==> src/rtl/easyaxi_mst_ar_pkg.sv <==
// easyaxi_mst_ar_pkg
//   Shared definitions for the easy_axi master channels: default AXI ID/address
//   widths and the master FSM state encoding (reusable by an R-channel master).
package easyaxi_mst_ar_pkg;

    localparam int unsigned EASYAXI_ID_WIDTH   = 4;
    localparam int unsigned EASYAXI_ADDR_WIDTH = 32;

    typedef enum logic {
        EASYAXI_MST_IDLE  = 1'b0,
        EASYAXI_MST_ISSUE = 1'b1
    } easyaxi_mst_state_e;

endpackage

==> src/rtl/easyaxi_mst_ar_stall_timer.sv <==
// easyaxi_stall_timer
//   Counts consecutive stall cycles and raises a sticky error once TIMEOUT_CYC
//   consecutive stalls have been seen. Reusable on AW/W channels.
// Ports:
//   clk   in  clock
//   rst   in  synchronous reset, active-high
//   stall in  valid & ~ready for the watched channel
//   clr   in  clears the counter and the sticky error
//   err   out sticky timeout flag
module easyaxi_stall_timer #(
    parameter int unsigned TIMEOUT_CYC = 64,
    parameter int unsigned TO_W        = 8
) (
    input  logic clk,
    input  logic rst,
    input  logic stall,
    input  logic clr,
    output logic err
);

    localparam logic [TO_W-1:0] LIMIT    = TO_W'(TIMEOUT_CYC);
    localparam logic [TO_W-1:0] LIMIT_M1 = TO_W'(TIMEOUT_CYC - 1);

    logic [TO_W-1:0] cnt;

    always_ff @(posedge clk) begin
        if (rst) begin
            cnt <= '0;
            err <= 1'b0;
        end else begin
            // Any non-stall cycle (handshake or idle) breaks the run of stalls.
            if (clr || !stall)
                cnt <= '0;
            else if (cnt != LIMIT)
                cnt <= cnt + 1'b1;

            // Set on the edge where the counter reaches LIMIT.
            if (clr)
                err <= 1'b0;
            else if (stall && cnt == LIMIT_M1)
                err <= 1'b1;
        end
    end

endmodule

==> src/rtl/easyaxi_mst_ar.sv <==
// easyaxi_mst_ar
//   AXI read-address channel master. On start (with enable) issues REQ_NUM AR
//   requests with incrementing ID and address, holding valid/payload stable until
//   accepted, and flags a slave that stalls TIMEOUT_CYC consecutive cycles.
// Ports:
//   clk, rst         clock, synchronous active-high reset
//   enable           run permission (level); low aborts after the current handshake
//   start            one-cycle run request, honoured only in IDLE with enable
//   axi_mst_arvalid  AR valid
//   axi_mst_arready  AR ready from slave
//   axi_mst_arid     AR ID
//   axi_mst_araddr   AR address
//   busy             run in progress
//   done             one-cycle pulse when all REQ_NUM requests were accepted
//   timeout_err      sticky stall timeout flag
//   req_cnt          requests accepted in current/last run
module easyaxi_mst_ar
    import easyaxi_mst_ar_pkg::*;
#(
    parameter int unsigned                     AXI_ID_WIDTH   = EASYAXI_ID_WIDTH,
    parameter int unsigned                     AXI_ADDR_WIDTH = EASYAXI_ADDR_WIDTH,
    parameter int unsigned                     REQ_NUM        = 16,
    parameter int unsigned                     CNT_W          = 8,
    parameter logic [AXI_ADDR_WIDTH-1:0]       ADDR_BASE      = '0,
    parameter logic [AXI_ADDR_WIDTH-1:0]       ADDR_STEP      = AXI_ADDR_WIDTH'(4),
    parameter int unsigned                     TIMEOUT_CYC    = 64,
    parameter int unsigned                     TO_W           = 8
) (
    input  logic                      clk,
    input  logic                      rst,
    input  logic                      enable,
    input  logic                      start,
    output logic                      axi_mst_arvalid,
    input  logic                      axi_mst_arready,
    output logic [AXI_ID_WIDTH-1:0]   axi_mst_arid,
    output logic [AXI_ADDR_WIDTH-1:0] axi_mst_araddr,
    output logic                      busy,
    output logic                      done,
    output logic                      timeout_err,
    output logic [CNT_W-1:0]          req_cnt
);

    localparam logic [CNT_W-1:0] LAST_CNT = CNT_W'(REQ_NUM);

    easyaxi_mst_state_e        state, state_n;
    logic                      arvalid_n;
    logic [AXI_ID_WIDTH-1:0]   arid_n;
    logic [AXI_ADDR_WIDTH-1:0] araddr_n;
    logic                      done_n;
    logic [CNT_W-1:0]          req_cnt_n;
    logic [CNT_W-1:0]          cnt_inc;
    logic                      hs;
    logic                      start_ok;

    assign hs       = axi_mst_arvalid & axi_mst_arready;
    assign start_ok = (state == EASYAXI_MST_IDLE) & start & enable;
    assign cnt_inc  = req_cnt + 1'b1;
    assign busy     = (state == EASYAXI_MST_ISSUE);

    always_ff @(posedge clk) begin
        if (rst) begin
            state           <= EASYAXI_MST_IDLE;
            axi_mst_arvalid <= 1'b0;
            axi_mst_arid    <= '0;
            axi_mst_araddr  <= '0;
            done            <= 1'b0;
            req_cnt         <= '0;
        end else begin
            state           <= state_n;
            axi_mst_arvalid <= arvalid_n;
            axi_mst_arid    <= arid_n;
            axi_mst_araddr  <= araddr_n;
            done            <= done_n;
            req_cnt         <= req_cnt_n;
        end
    end

    always_comb begin
        state_n   = state;
        arvalid_n = axi_mst_arvalid;
        arid_n    = axi_mst_arid;
        araddr_n  = axi_mst_araddr;
        done_n    = 1'b0;
        req_cnt_n = req_cnt;
        unique case (state)
            EASYAXI_MST_IDLE: begin
                if (start_ok) begin
                    state_n   = EASYAXI_MST_ISSUE;
                    arvalid_n = 1'b1;
                    arid_n    = '0;
                    araddr_n  = ADDR_BASE;
                    req_cnt_n = '0;
                end
            end
            EASYAXI_MST_ISSUE: begin
                // Without a handshake everything holds; valid is never withdrawn.
                if (hs) begin
                    req_cnt_n = cnt_inc;
                    if (cnt_inc == LAST_CNT) begin
                        state_n   = EASYAXI_MST_IDLE;
                        arvalid_n = 1'b0;
                        done_n    = 1'b1;
                    end else if (!enable) begin
                        state_n   = EASYAXI_MST_IDLE;
                        arvalid_n = 1'b0;
                    end else begin
                        arid_n   = axi_mst_arid + 1'b1;
                        araddr_n = axi_mst_araddr + ADDR_STEP;
                    end
                end
            end
            default: state_n = EASYAXI_MST_IDLE;
        endcase
    end

    easyaxi_stall_timer #(
        .TIMEOUT_CYC (TIMEOUT_CYC),
        .TO_W        (TO_W)
    ) u_stall_timer (
        .clk   (clk),
        .rst   (rst),
        .stall (axi_mst_arvalid & ~axi_mst_arready),
        .clr   (start_ok),
        .err   (timeout_err)
    );

endmodule
==> config.mk <==
export PLATFORM = sky130hd
export DESIGN_NAME = easyaxi_mst_ar
export DESIGN_NICKNAME = d
export VERILOG_FILES = /design/src/rtl/easyaxi_mst_ar_pkg.sv /design/src/rtl/easyaxi_mst_ar_stall_timer.sv /design/src/rtl/easyaxi_mst_ar.sv
export SDC_FILE = /design/constraint.sdc
export NUM_CORES = 1
export LEC_CHECK = 0
export BUFFER_PORTS_ARGS = -buffer_cell sky130_fd_sc_hd__clkbuf_2
export CAP_MARGIN = 5
export CORE_ASPECT_RATIO = 1.4
export CORE_MARGIN = 10
export CORE_UTILIZATION = 43
export CTS_CLUSTER_DIAMETER = 100
export DETAILED_ROUTE_END_ITERATION = 6
export PLACE_DENSITY = 0.74
export SYNTH_ARGS = -nofsm -noshare
export SYNTH_HDL_FRONTEND = slang
export SYNTH_HIERARCHICAL = 1
export SYNTH_SLANG_ARGS = --single-unit
==> constraint.sdc <==
create_clock -name clk -period 2.75 [get_ports clk]
set_input_delay 0.275 -clock clk [delete_from_list [all_inputs] [get_ports clk]]
set_output_delay 0.275 -clock clk [all_outputs]
set_load 0.05 [all_outputs]
* Word level (Yosys, flattened, before mapping)
Cells that the tools add are included.
** Storage, ports and cells
- Register bits after elaboration :: 56
- Input port bits :: 5
- Logic and storage cells :: 60
- Output and inout port bits :: 48
** Cells by class
- Equal/unequal tests :: 8
- Multiplexer cells :: 24
- Add/sub/neg operators :: 4
- Bitwise gates (word level) :: 7
- Reductions and logical operators :: 9
** Operator list (number)
- 32-bit 2-to-1 mux :: 4
- 32-bit case mux with 2 select lines :: 1
- 32-bit by 3-bit adder with 32-bit output (second input constant) :: 1
- 8-bit by 1-bit adder with 8-bit output (second input constant) :: 2
- 4-bit 2-to-1 mux :: 4
- 8-bit 2-to-1 mux :: 2
- 8-bit case mux with 2 select lines :: 1
- 1-bit 2-to-1 mux :: 9
- 8-bit by 5-bit equality test with 1-bit output (second input constant) :: 1
- 8-bit by 6-bit equality test with 1-bit output (second input constant) :: 1
- 8-bit by 7-bit != test with 1-bit output (second input constant) :: 1
- 4-bit case mux with 2 select lines :: 1
- 4-bit by 1-bit adder with 4-bit output (second input constant) :: 1
- 1-bit bitwise AND :: 4
- 2-bit by 1-bit != test with 1-bit output (second input constant) :: 2
- 2-bit != test (second input constant) :: 2
- 1-bit case mux with 2 select lines :: 2
- 4-bit AND reduction :: 1
- 2-bit OR reduction :: 2
- 3-bit by 2-bit != test with 1-bit output (second input constant) :: 1
- 1-bit inverter :: 3
- 3-bit AND reduction :: 1
- 3-bit OR reduction :: 1
- 2-bit AND reduction :: 1
- other kinds (3) :: 3

* Depth between registers and ports, before layout
- Depth after elaboration :: 5
- Mapped depth :: 10
- Gate-level depth less buffers :: 7

* Modules after synthesis
The synthesis kept the hierarchy.
** By module, submodules not included
- easyaxi_mst_ar :: cells an instance 315, area an instance 2552.4 um2, instances 1, seq. area each 900.9 um2
- easyaxi_stall_timer :: cells an instance 50, area an instance 445.4 um2, instances 1, seq. area each 180.2 um2

* Worst setup path after synthesis
OpenSTA, ideal clock, no wires.
- Kind :: reg-to-reg
- From :: reg req_cnt[0]
- To :: reg axi_mst_araddr[23]
- Cell stages (with the launch flop) :: 10
- Path buffers :: 2
- Library setup time :: 0.116 ns
- Period minus slack after synthesis :: 2.699 ns
- Data required time :: 2.634 ns
- Arrival time :: 2.583 ns
- Slack :: 0.051 ns
- Cells stage by stage :: dfxtp_1 ha_1 buf_2 nand3_1 or4_1 o311ai_4 a21o_1 buf_6 nand2_4 o211a_1
** Between the ends
- Longest elaborated chain between the ends :: 4
** Ends and longest elaborated chain
- from (decl) :: line easyaxi_mst_ar.sv:40 : output logic [CNT_W-1:0] req_cnt
- from (signal assigned) :: line easyaxi_mst_ar.sv:74 : req_cnt <= req_cnt_n;
- 8-bit by 1-bit adder with 8-bit output :: line easyaxi_mst_ar.sv:57 : assign cnt_inc = req_cnt + 1'b1;
- 8-bit by 5-bit equality test with 1-bit output :: line easyaxi_mst_ar.sv:99 : if (cnt_inc == LAST_CNT) begin
- 2-bit != test (no line)
- 4-bit AND reduction (no line)
- to (signal assigned) :: line easyaxi_mst_ar.sv:72 : axi_mst_araddr <= araddr_n;
- to (decl) :: line easyaxi_mst_ar.sv:36 : output logic [AXI_ADDR_WIDTH-1:0] axi_mst_araddr,
Every way passes these cells.
A chain may end at the register's enable or synchronous reset.

* Final worst setup path
- From :: reg req_cnt[1]
- To :: reg axi_mst_araddr[11]
Same word-level chain as after synthesis.

==> key figures <==
Global routing
  – First-pass GRT wire length: 13800 um
  – Vias in the first global route: 2923
  – Pin count of the biggest net entering global routing: 27
  – Tot GR Track Use: 0.148
  – Global-route congestion overflow total: 0
  – Number of antenna violations at the first check in global routing: 0

Routing
  – Initial detailed-routing violation count: 99
  – Length of the first detailed-routing pass in iterations: 5
  – Average detailed-routed wire length per instance: 16.0 um
  – Number of nets with antenna violations after detailed routing: 0
  – Residual DRC: 0
  – Ratio of routed vias to standard cells: 5.84
  – DRT Wirelength: 8070 um
  – Via count: 2944

Clock tree
  – Clock-pin slew on the worst setup and hold paths: 0.11 ns
  – Total number of H-tree levels: 2
  – TritonCTS clock tree: yes
  – Clock Latency Late Sink: 0.32 ns
  – Maximum buffer depth of the clock tree: 2
  – Clock root buffer: clkbuf_8
  – Postcts setup bufs: 0
  – Total CTS buffers: 5
  – TritonCTS Sinks: 54

Pwr
  – Power Density: 395 mW/mm^2
  – Share of total power in sequential cells: 0.585
  – Clock network fraction of total power: 0.344
  – Part of the power in combinational logic: 0.071
  – Internal power of the cells: 0.000992 W
  – Switching power total: 0.000359 W
  – Worst ir drop on vdd: 0.000230 V
  – Share of total power consumed by net switching: 0.266
  – Leak Pwr: 1.25 nW

Floorplan
  – Die height: 119 um
  – I/O pin cnt: 53
  – Std cell rows: 35
  – Die width: 90.6 um
  – Initial core utilization: 0.447
  – Core footprint: 0.00670 mm^2
  – Die area: 0.0108 mm^2

Setup path
  – Reg2Reg Launch Point: req_cnt[1]
  – Critical path, cell by cell: ha_1, nand3_1, or4_1, o311ai_4, a2111oi_4, buf_4, a22o_1, a22o_1
  – CP Launch Type: flip-flop
  – Buf/Inv on CP: 1
  – CP endpoint kind: flip-flop
  – Crit path kind: reg2reg
  – Cell at the slowest stage of the critical path: or4_1
  – FF-to-FF path depth: 8
  – Crit path largest cell delay: 0.58 ns
  – Number of cells on the critical path: 8
  – Critical Path Most Common Cell: a22o_1
  – Worst Setup SP: req_cnt[1]
  – Worst path required time: 2.97 ns
  – Arrival time worst endpoint: 2.71 ns
  – Dominant delay contributor by cell family on the critical path: simple AND/OR/NAND/NOR gates
  – Critical path fanouts, max: 23

Synthesis
  – Synthesized area: 0.00300 mm^2
  – Post-synthesis instance total: 365
  – Seq cells post-synth: 54
  – Yosys cell types: 65
  – Fraction of the yosys area taken by sequential cells: 0.361
  – Count of warnings emitted by yosys: 6
  – Synthesized area divided by synthesized cell count: 8.21 um^2
  – Fraction of synthesis flops using an asynchronous set or reset pin: 0
  – Primary FF master, synth: dfxtp_1
  – Number of enable-type register cells in the synthesized netlist: 0

STA
  – Max-slew violation total from the final report: 0
  – Maximum clock rate: 401 MHz
  – RSZ-0062 raised after global routing: no
  – Clock skew after layout: 0.0113 ns
  – Final Hold Vio Count: 0
  – Worst slew slack as a fraction of its limit: 0.464
  – Post-route setup TNS: 0 ns
  – Portion of the clock cycle consumed by the worst path in the final layout: 0.906
  – Worst slew pin tran: 0.802 ns
  – Shortest period the worst path allows: 2.49 ns
  – Setup Viol. Count Final: 0

Min path
  – Hold Crit Depth: 2
  – Worst Min Path Start: rst
  – HP Class: in2reg

Place
  – Count of port buffers added during placement: 50
  – Placer congestion estimate: 0.896
  – Placed cell count: 496
  – HPWL after detailed placement: 6020 um

Layout
  – Share of final-layout standard cells stronger than drive strength 1: 0.214
  – Final non-filler cell total: 504
  – Fill count: 672
  – Number of antenna cells inserted: 0
  – Net count of the finished layout: 422
  – Syn-to-layout area delta: 14.1%

Flow run
  – Max-cap violation count: 0

Status
  – Run status: finished clean
## placed cells by master, fill, tap and decap left out, drive strengths merged, types with 3 or more instances in the layout
master	synthesis	routed
o21ai	20	20
nor3	11	11
inv	10	11
o21a	6	6
and4	3	3
nand4	9	9
nor4	3	3
a31oi	13	13
nor2	28	28
nand4b	3	3
and3	8	8
a311oi	6	6
nand2	38	38
a211oi	3	3
clkbuf	10	55
a21o	3	3
a22o	3	3
buf	11	9
dfxtp	54	54
or3	7	7
a41oi	6	6
or4	4	4
a22oi	5	5
nand2b	8	8
ha	6	6
nand3	22	22
o311ai	3	3
and2	5	5
a21oi	30	30
## state kept, by name (all words and copies together) (netlist names)
name,count
done,1
u_stall_timer/err,1
axi_mst_arvalid,1
busy,1
req_cnt,8
u_stall_timer/cnt,8
axi_mst_araddr,30
axi_mst_arid,4
## path summary, 6_finish.rpt
kind	to	slack, ns
max	axi_mst_araddr[11]	0.26
min	req_cnt[5]	0.25
max reg2reg	axi_mst_araddr[11]	0.26
min reg2reg	u_stall_timer/err	0.49
## what timing repair did
item	CTS	global route
resized for setup	0	1
hold buffers	0	0
setup endpoints to repair	0	20
## cell usage after synthesis (all sizes together), types with 2 or more instances
master | instances | area (um^2)
a211oi | 3 | 22.5
ha | 6 | 75.1
nand3 | 22 | 115
and2 | 5 | 31.3
a21oi | 30 | 158
and3 | 8 | 50.1
o21a | 6 | 45.0
o21ai | 20 | 100
nand4 | 9 | 56.3
or4 | 4 | 33.8
nor2b | 2 | 12.5
xor2 | 2 | 17.5
o311ai | 3 | 43.8
a2111oi | 2 | 36.3
nand2b | 8 | 50.1
a31oi | 13 | 81.3
nor2 | 28 | 105
dfxtp | 54 | 1080
or2 | 2 | 12.5
and4 | 3 | 26.3
or3 | 7 | 45.1
buf | 11 | 70.1
a311oi | 6 | 83.8
clkbuf | 10 | 37.5
a22o | 3 | 26.3
a22oi | 5 | 37.5
inv | 10 | 37.5
a41oi | 6 | 52.6
a21o | 3 | 22.5
xnor2 | 2 | 17.5
nor4 | 3 | 18.8
nor3 | 11 | 55.1
nand2 | 38 | 158
nand4b | 3 | 26.3
## per-layer routing
layer,wire [um],vias up,GRT usage
li1,-,1449,-
met1,3290,1413,0.160
met2,4170,72,0.267
met3,503,10,0.0443
met4,99,0,0.0499
met5,0,-,0
## power groups by stage
| stage | Sequential [W] | Clock [W] | Combinational (W) |
|---|---|---|---|
| 3_3_place_gp | 0.000808 | 0 | 0.0000934 |
| 4_1_cts | 0.000790 | 0.000477 | 0.0000953 |
| 6_report | 0.000790 | 0.000465 | 0.0000957 |
| 5_1_grt | 0.000791 | 0.000506 | 0.000105 |
| 3_5_place_dp | 0.000808 | 0 | 0.0000950 |
| 2_1_floorplan | 0.000819 | 0 | 0.0000612 |
## cell type report
cell class / instances / area (um^2) / share of cell area
sequential: 54 / 1080 / 0.316
multi-input combinational: 281 / 1780 / 0.519
timing repair buffer: 59 / 318 / 0.0929
clock inverter: 3 / 23.8 / 0.00695
tap: 92 / 115 / 0.0337
clock buffer: 5 / 68.8 / 0.0201
inverter: 10 / 37.5 / 0.0110
## logic make-up (layout without fill, tap and decap cells)
kind of cell               after synthesis  in the layout  share of synthesized area
adders and majority gates                6              6                     0.0250
AOI/OAI and AO/OA                      109            109                      0.263
buffers and inverters                   31             77                     0.0484
other                                    1              2                    0.00125
xor gates and xnor gates                 4              4                     0.0117
DFF                                     54             54                      0.361
muxes                                    2              2                    0.00710
and+or+nand+nor                        158            158                      0.283
## per-stage QoR
step	hold WS (ns)	instance area [um^2]	power [W]	worst slack, ns	util
after floorplan	0.433	3000	0.000880	0.0505	-
after global placement	0.452	3330	0.000901	0.288	0.497
after detailed placement	0.464	3330	0.000903	0.176	0.497
after CTS	0.241	3420	0.00136	0.161	0.510
after global routing	0.273	3420	0.00140	0.0814	0.511
final	0.250	3420	0.00135	0.259	0.511
(Power assumes the default switching activity.)
